### src/rtl/dma_csr_if.sv
// ---------------------------------------------------------------------------
// dma_csr_if
// Avalon-style CSR bus with wait-request, shared by the host-side master and
// the DMA register file.
//   csr_wr_i       write request, held until csr_wait_rq_o drops
//   csr_rd_i       read request, held until csr_wait_rq_o drops
//   csr_addr_i     byte address
//   csr_wr_data_i  write data
//   csr_be_i       write byte enables
//   csr_wait_rq_o  high while the transfer is not complete
//   csr_rd_data_o  read data, valid when reading and csr_wait_rq_o is low
// ---------------------------------------------------------------------------
interface dma_csr_if #(
    parameter int ADDR_W = 8
) ();
    logic              csr_wr_i;
    logic              csr_rd_i;
    logic [ADDR_W-1:0] csr_addr_i;
    logic [31:0]       csr_wr_data_i;
    logic [3:0]        csr_be_i;
    logic              csr_wait_rq_o;
    logic [31:0]       csr_rd_data_o;

    modport master (
        output csr_wr_i, csr_rd_i, csr_addr_i, csr_wr_data_i, csr_be_i,
        input  csr_wait_rq_o, csr_rd_data_o
    );

    modport slave (
        input  csr_wr_i, csr_rd_i, csr_addr_i, csr_wr_data_i, csr_be_i,
        output csr_wait_rq_o, csr_rd_data_o
    );
endinterface

### src/rtl/dma_csr_mc.sv
// ---------------------------------------------------------------------------
// dma_csr_mc
// Multi-channel DMA control/status register file behind one wait-request
// slave port. Each channel has CONTROL (GO self-clearing, IRQ_EN, storage),
// STATUS (BUSY mirror, sticky W1C DONE/ERR), DESC_PTR (word aligned) and a
// reserved word. Address 0xF0 returns the per-channel interrupt pending map.
// Ports:
//   clk            clock, rising edge
//   reset_n        synchronous active-low reset
//   csr            dma_csr_if slave modport (host bus)
//   ch_busy_i      per-channel busy level
//   ch_done_i      per-channel done pulse
//   ch_err_i       per-channel error pulse
//   ch_go_o        one-cycle launch pulse per channel
//   ch_ctrl_o      CONTROL registers, channel c at [32c+31:32c], GO reads 0
//   ch_desc_ptr_o  DESC_PTR registers, same packing
//   irq_o          registered interrupt level
// ---------------------------------------------------------------------------
module dma_csr_mc #(
    parameter int NUM_CH = 4,
    parameter int ADDR_W = 8
) (
    input  logic                 clk,
    input  logic                 reset_n,
    dma_csr_if.slave             csr,
    input  logic [NUM_CH-1:0]    ch_busy_i,
    input  logic [NUM_CH-1:0]    ch_done_i,
    input  logic [NUM_CH-1:0]    ch_err_i,
    output logic [NUM_CH-1:0]    ch_go_o,
    output logic [NUM_CH*32-1:0] ch_ctrl_o,
    output logic [NUM_CH*32-1:0] ch_desc_ptr_o,
    output logic                 irq_o
);

    typedef enum logic [1:0] {
        IDLE    = 2'd0,
        WR_ACK  = 2'd1,
        RD_WAIT = 2'd2,
        RD_ACK  = 2'd3
    } state_t;

    state_t state, state_nxt;

    logic [ADDR_W-1:0] addr;
    logic [3:0]        ch_idx;
    logic [1:0]        reg_sel;
    logic              irq_hit;
    logic              wr_commit;
    logic              addr_unused;

    logic [31:0]       ctrl_all [NUM_CH];
    logic [31:0]       desc_all [NUM_CH];
    logic [NUM_CH-1:0] done_all;
    logic [NUM_CH-1:0] err_all;
    logic [NUM_CH-1:0] irq_en_all;
    logic [NUM_CH-1:0] pend;
    logic [31:0]       rd_mux;
    logic [31:0]       rd_data_p1;
    logic              irq_p1;

    function automatic logic [31:0] be_merge(input logic [31:0] old_v,
                                             input logic [31:0] new_v,
                                             input logic [3:0]  be);
        logic [31:0] res;
        for (int b = 0; b < 4; b++) begin
            res[8*b +: 8] = be[b] ? new_v[8*b +: 8] : old_v[8*b +: 8];
        end
        return res;
    endfunction

    assign addr        = csr.csr_addr_i;
    assign ch_idx      = addr[7:4];
    assign reg_sel     = addr[3:2];
    assign irq_hit     = (addr[7:2] == 6'h3C);
    assign addr_unused = &{1'b0, addr[1:0]};
    assign wr_commit   = (state == WR_ACK);

    // ---- transfer FSM ----
    always_ff @(posedge clk) begin
        if (!reset_n) state <= IDLE;
        else          state <= state_nxt;
    end

    always_comb begin
        state_nxt = IDLE;
        case (state)
            IDLE: begin
                if (csr.csr_wr_i)      state_nxt = WR_ACK;
                else if (csr.csr_rd_i) state_nxt = RD_WAIT;
                else                   state_nxt = IDLE;
            end
            WR_ACK:  state_nxt = IDLE;
            RD_WAIT: state_nxt = RD_ACK;
            RD_ACK:  state_nxt = IDLE;
            default: state_nxt = IDLE;
        endcase
    end

    assign csr.csr_wait_rq_o = !((state == WR_ACK) || (state == RD_ACK));

    // ---- per-channel register banks ----
    for (genvar c = 0; c < NUM_CH; c++) begin : g_ch
        logic        sel, wr_ctrl, wr_stat, wr_desc, go_req;
        logic [31:0] ctrl_q, desc_q;
        logic        done_q, err_q, go_q;

        assign sel     = wr_commit && (ch_idx == 4'(c));
        assign wr_ctrl = sel && (reg_sel == 2'd0);
        assign wr_stat = sel && (reg_sel == 2'd1) && csr.csr_be_i[0];
        assign wr_desc = sel && (reg_sel == 2'd2);
        assign go_req  = wr_ctrl && csr.csr_be_i[0] && csr.csr_wr_data_i[0];

        always_ff @(posedge clk) begin
            if (!reset_n) begin
                ctrl_q <= '0;
                desc_q <= '0;
                done_q <= 1'b0;
                err_q  <= 1'b0;
                go_q   <= 1'b0;
            end else begin
                // GO is never stored; it only produces the launch pulse.
                if (wr_ctrl)
                    ctrl_q <= be_merge(ctrl_q, csr.csr_wr_data_i, csr.csr_be_i)
                              & 32'hFFFF_FFFE;
                if (wr_desc)
                    desc_q <= be_merge(desc_q, csr.csr_wr_data_i, csr.csr_be_i)
                              & 32'hFFFF_FFFC;
                go_q <= go_req && !ch_busy_i[c];
                // Hardware set terms are OR-ed last so they win over W1C.
                done_q <= ch_done_i[c]
                          | (done_q & ~(wr_stat & csr.csr_wr_data_i[1]));
                err_q  <= ch_err_i[c] | (go_req & ch_busy_i[c])
                          | (err_q & ~(wr_stat & csr.csr_wr_data_i[2]));
            end
        end

        assign ctrl_all[c]               = ctrl_q;
        assign desc_all[c]               = desc_q;
        assign done_all[c]               = done_q;
        assign err_all[c]                = err_q;
        assign irq_en_all[c]             = ctrl_q[1];
        assign ch_go_o[c]                = go_q;
        assign ch_ctrl_o[32*c +: 32]     = ctrl_q;
        assign ch_desc_ptr_o[32*c +: 32] = desc_q;
    end

    assign pend = (done_all | err_all) & irq_en_all;

    // ---- read path ----
    always_comb begin
        rd_mux = '0;
        if (irq_hit) begin
            rd_mux = {{(32-NUM_CH){1'b0}}, pend};
        end else begin
            for (int c = 0; c < NUM_CH; c++) begin
                if (ch_idx == 4'(c)) begin
                    case (reg_sel)
                        2'd0:    rd_mux = ctrl_all[c];
                        2'd1:    rd_mux = {29'd0, err_all[c], done_all[c], ch_busy_i[c]};
                        2'd2:    rd_mux = desc_all[c];
                        default: rd_mux = '0;
                    endcase
                end
            end
        end
    end

    // ---- stage p1: read data capture and interrupt level ----
    always_ff @(posedge clk) begin
        if (!reset_n) begin
            rd_data_p1 <= '0;
            irq_p1     <= 1'b0;
        end else begin
            if (state == RD_WAIT) rd_data_p1 <= rd_mux;
            irq_p1 <= |pend;
        end
    end

    assign csr.csr_rd_data_o = rd_data_p1;
    assign irq_o             = irq_p1;

endmodule

### src/flat_wrapper.sv
// flat-port wrapper written by rule: the top's interface ports become plain ports
module dma_csr_mc_flat 
#(
    parameter int NUM_CH = 4,
    parameter int ADDR_W = 8
)
  (clk, reset_n, ch_busy_i, ch_done_i, ch_err_i, ch_go_o, ch_ctrl_o, ch_desc_ptr_o, irq_o, csr_csr_wr_i, csr_csr_rd_i, csr_csr_addr_i, csr_csr_wr_data_i, csr_csr_be_i, csr_csr_wait_rq_o, csr_csr_rd_data_o);
  dma_csr_if #(.ADDR_W(ADDR_W)) csr_i ();
  input  logic clk;
  input  logic reset_n;
  input  logic [NUM_CH-1:0] ch_busy_i;
  input  logic [NUM_CH-1:0] ch_done_i;
  input  logic [NUM_CH-1:0] ch_err_i;
  output logic [NUM_CH-1:0] ch_go_o;
  output logic [NUM_CH*32-1:0] ch_ctrl_o;
  output logic [NUM_CH*32-1:0] ch_desc_ptr_o;
  output logic irq_o;
  input wire logic [$bits(csr_i.csr_wr_i)-1:0] csr_csr_wr_i;
  input wire logic [$bits(csr_i.csr_rd_i)-1:0] csr_csr_rd_i;
  input wire logic [$bits(csr_i.csr_addr_i)-1:0] csr_csr_addr_i;
  input wire logic [$bits(csr_i.csr_wr_data_i)-1:0] csr_csr_wr_data_i;
  input wire logic [$bits(csr_i.csr_be_i)-1:0] csr_csr_be_i;
  output wire logic [$bits(csr_i.csr_wait_rq_o)-1:0] csr_csr_wait_rq_o;
  output wire logic [$bits(csr_i.csr_rd_data_o)-1:0] csr_csr_rd_data_o;
  assign csr_i.csr_wr_i = csr_csr_wr_i;
  assign csr_i.csr_rd_i = csr_csr_rd_i;
  assign csr_i.csr_addr_i = csr_csr_addr_i;
  assign csr_i.csr_wr_data_i = csr_csr_wr_data_i;
  assign csr_i.csr_be_i = csr_csr_be_i;
  assign csr_csr_wait_rq_o = csr_i.csr_wait_rq_o;
  assign csr_csr_rd_data_o = csr_i.csr_rd_data_o;
  dma_csr_mc #(.NUM_CH(NUM_CH), .ADDR_W(ADDR_W)) u_core (.clk(clk), .reset_n(reset_n), .csr(csr_i), .ch_busy_i(ch_busy_i), .ch_done_i(ch_done_i), .ch_err_i(ch_err_i), .ch_go_o(ch_go_o), .ch_ctrl_o(ch_ctrl_o), .ch_desc_ptr_o(ch_desc_ptr_o), .irq_o(irq_o));
endmodule
### config.mk
export PLATFORM = sky130hd
export DESIGN_NAME = dma_csr_mc_flat
export DESIGN_NICKNAME = d
export VERILOG_FILES = /design/src/rtl/dma_csr_if.sv /design/src/rtl/dma_csr_mc.sv /design/src/flat_wrapper.sv
export SDC_FILE = /design/constraint.sdc
export NUM_CORES = 1
export LEC_CHECK = 0
export ABC_AREA = 1
export CAP_MARGIN = 15
export CORE_MARGIN = 2
export CORE_UTILIZATION = 45
export CTS_CLUSTER_SIZE = 20
export DETAILED_ROUTE_END_ITERATION = 10
export PLACE_DENSITY_LB_ADDON = 0.15
export SLEW_MARGIN = 20
export SYNTH_ARGS = -nofsm -noshare
export SYNTH_HDL_FRONTEND = slang
export SYNTH_SLANG_ARGS = --single-unit
### constraint.sdc
create_clock -name clk -period 2.5 [get_ports clk]
set_input_delay 0.5 -clock clk [delete_from_list [all_inputs] [get_ports clk]]
set_output_delay 0.5 -clock clk [all_outputs]
set_load 0.02 [all_outputs]
==> implementation parameters <==
Parameter                              Value

Global route
  Vias in the first global route    12700
  Initial antenna violation count    3
  Total GRT Usage    0.327
  First-pass GRT wire length    76600 um
  Total grt overflow    0
  Maximum number of pins on one net before global-route repair    between 80 and 90

Routing
  Avg WL per Cell    approximately 20 um
  Detailed Route Iter0 Violations    1688
  Total wire length after detailed routing    around 50000 um
  Number of vias in the routed layout    between 10000 and 15000
  Number of nets with antenna violations after detailed routing    0
  Total DRC errors in the routed layout    0
  Vias per std cell    approximately 5.5
  Detailed-routing iteration count for the pre-antenna-repair pass    6

Timing
  Largest clock skew in the final design    between 10 and 15 ps
  Setup tns final    0 ps
  Fin. max-slew vios    0
  Setup repair after global routing missed its margin    no
  Fraction of the cycle the final worst path needs    0.867
  Final critical delay including setup and external delays    about 2200 ps
  Max-slew headroom at the worst pin    0.624
  Minimum setup slack in the final design    roughly 330 ps
  Finish-stage setup viols    0
  Final hold violations    0
  Maximum frequency from static timing analysis    461 MHz
  Worst-margin pin slew    564 ps

Pwr
  P per Cell Area    about 550 nW/um2
  Leakage power figure    between 6 and 7 nW
  Maximum VDD drop    around 0.00056 V

CTS
  Num Clock Sinks    just under 300
  TritonCTS Buffers    31
  Max H-tree Level    1
  Maximum root-to-sink buffer count    3
  Clock tree from TritonCTS    yes
  Post-CTS setup repair buffer count    0
  Clock slew at reported path FFs    60 ps
  Clock latency reported for the late side of the worst-skew pair    roughly 570 ps
  Count of hold-fix buffers inserted at cts    0
  Buffer cell driving the clock tree root    sky130_fd_sc_hd__clkbuf_16
  Post-cts sizing count    0

Min path
  Hold crit path type    in2reg

Synth
  Synthesized-area fraction occupied by xor and xnor cells    0
  Dominant cell type by area after synthesis    sky130_fd_sc_hd__dfxtp_1
  Simple-Gate Fraction of Synth Area    0.229
  Sequential element share of the synthesized area    0.450
  Post-synthesis compound-gate area fraction    0.226
  Synth Instances    1836
  Count of cell types in the netlist    27
  Multiplexer area fraction after synthesis    0
  Cell area after synthesis    ~13000 um2
  Most area-consuming cells after synthesis    sky130_fd_sc_hd__dfxtp_1 45%, sky130_fd_sc_hd__a21oi_1 12%, sky130_fd_sc_hd__nand2_1 12%, sky130_fd_sc_hd__o21ai_0 6.8%, sky130_fd_sc_hd__nand3_1 6.0%
  Main combinational cell family by area after synthesis    simple AND/OR/NAND/NOR gates
  Average cell area after synthesis    approximately 7.1 um2
  Syn. warnings    0
  Flip-flop and latch count after synthesis    291
  Synthesized-area fraction occupied by adder cells    0
  Share of the synthesized area in the top cell type    0.450

Run
  Number of maximum-capacitance violations    0

Critical path
  Nature of the critical path startpoint    flip-flop
  Setup Crit Path Kind    reg2out
  Worst Path Required    approximately 2000 ps
  Cell with the biggest individual delay on the critical path    sky130_fd_sc_hd__clkdlybuf4s50_1
  Crit Path Max Fanout    3
  Type of destination of the critical path    primary output
  WP buf/inv    1
  Kind of cell adding the most delay to the critical path    buffers and inverters
  Crit path cell chain    clkdlybuf4s50_1
  Data arrival at the endpoint of the critical path    roughly 1700 ps
  Worst path max stage delay    roughly 650 ps

Final layout
  Share of cells above drive strength 1    0.0779
  Total area of sequential cells    slightly below 6000 um2
  Area Growth Syn to Fin    39.2%
  Non-filler instance count after layout    around 2600
  Number of nets at the end of the flow    between 2000 and 2500
  Area occupied by multi-input gates    between 5000 and 6000 um2
  Fill cell instance count of the final layout    ~2600
  Most common cell after layout, fill and taps aside    sky130_fd_sc_hd__nand2_1
  Most frequent cells in the layout    422 x sky130_fd_sc_hd__nand2_1, 338 x sky130_fd_sc_hd__clkdlybuf4s50_1, 320 x sky130_fd_sc_hd__a21oi_1

Floorplanning
  Initial standard-cell utilization of the core    0.454
  Area inside the core boundary    between 20000 and 30000 um2
  Std cell rows    62
  Die Footprint    between 30000 and 40000 um2
  Top-Level Pins    approximately 350
  Die outline width    about 170 um
  Die height    between 150 and 200 um

Place
  Cell count after placement    2510
  DP HPWL    37300 um
  Final weighted congestion in routability-driven placement    between 0.9 and 1
  Pre-CTS WS    -74.5 ps
  Count of port buffers added during placement    339

Status
  Outcome    completed
## registers in the layout, summed over array words and instances (netlist names)
| signal | count |
|---|---|
| u_core.csr.csr_rd_data_o | 32 |
| u_core.state | 2 |
| u_core.irq_o | 1 |
| u_core.g_ch.ctrl_q | 124 |
| u_core.g_ch.go_q | 4 |
| u_core.g_ch.desc_q | 120 |
| u_core.g_ch.done_q | 4 |
| u_core.g_ch.err_q | 4 |
## final timing paths
path,to,slack (ps),start,cells after the start
worst max register to register,u_core.g_ch[1].ctrl_q[17]$_SDFFE_PN0P_,420,u_core.state[1]$_SDFF_PN0_,8
worst min register to register,u_core.g_ch[0].desc_q[13]$_SDFFE_PN0P_,460,u_core.g_ch[0].desc_q[13]$_SDFFE_PN0P_,2
worst min-delay path,u_core.g_ch[2].desc_q[15]$_SDFFE_PN0P_,340,reset_n,3
worst max-delay path,ch_ctrl_o[62],330,u_core.g_ch[1].ctrl_q[30]$_SDFFE_PN0P_,1
## metal layers
layer | track usage | part of all wire | up-vias
li1 | - | - | 6696
met1 | 0.489 | 0.44 | 6470
met2 | 0.470 | 0.42 | 783
met3 | 0.0526 | 0.11 | 84
met4 | 0.122 | 0.035 | 0
met5 | 0 | 0 | -
## cell usage after synthesis, drive strengths merged
library cell,n
nand3,154
clkinv,1
a21oi,320
conb,1
o21a,1
nor2,79
nand4,3
clkbuf,61
nor3,5
inv,148
nand2,435
dfxtp,291
o21ai,259
a31oi,1
o211ai,1
o21bai,1
buf,75
## cell families (layout without fill, tap and decap cells)
group,after synthesis,after routing
and+or+nand+nor,676,676
AOI/OAI and AO/OA,583,583
DFF,291,291
buffers and inverters,285,620
other,1,14
## area by class of cell
class / instances / area share
multi-input combinational: 1271 / 0.330
sequential: 291 / 0.323
timing repair buffer: 415 / 0.234
clock buffer: 51 / 0.0533
inverter: 149 / 0.0311
tap: 384 / 0.0267
clock inverter: 5 / 0.00174
antenna: 2 / 0.000278
## stage by stage
| stage | area [um2] | util | hold WS, ps | power [W] |
|---|---|---|---|---|
| final | 18000 | 0.631 | 335 | 0.00997 |
| after global routing | 18000 | 0.631 | 348 | 0.0102 |
| after CTS | 18000 | 0.631 | 315 | 0.00999 |
| after detailed placement | 17000 | 0.596 | 451 | 0.00555 |
| after global placement | 17000 | 0.596 | 446 | 0.00555 |
| after floorplan | 13000 | - | 463 | 0.00516 |
## power by group
part,internal [W],switching (W),total [W]
sequential,0.00466,0.0000187,0.00468
combinational,0.000253,0.000534,0.000788
clock,0.00260,0.00191,0.00450
(Power assumes the default switching activity.)
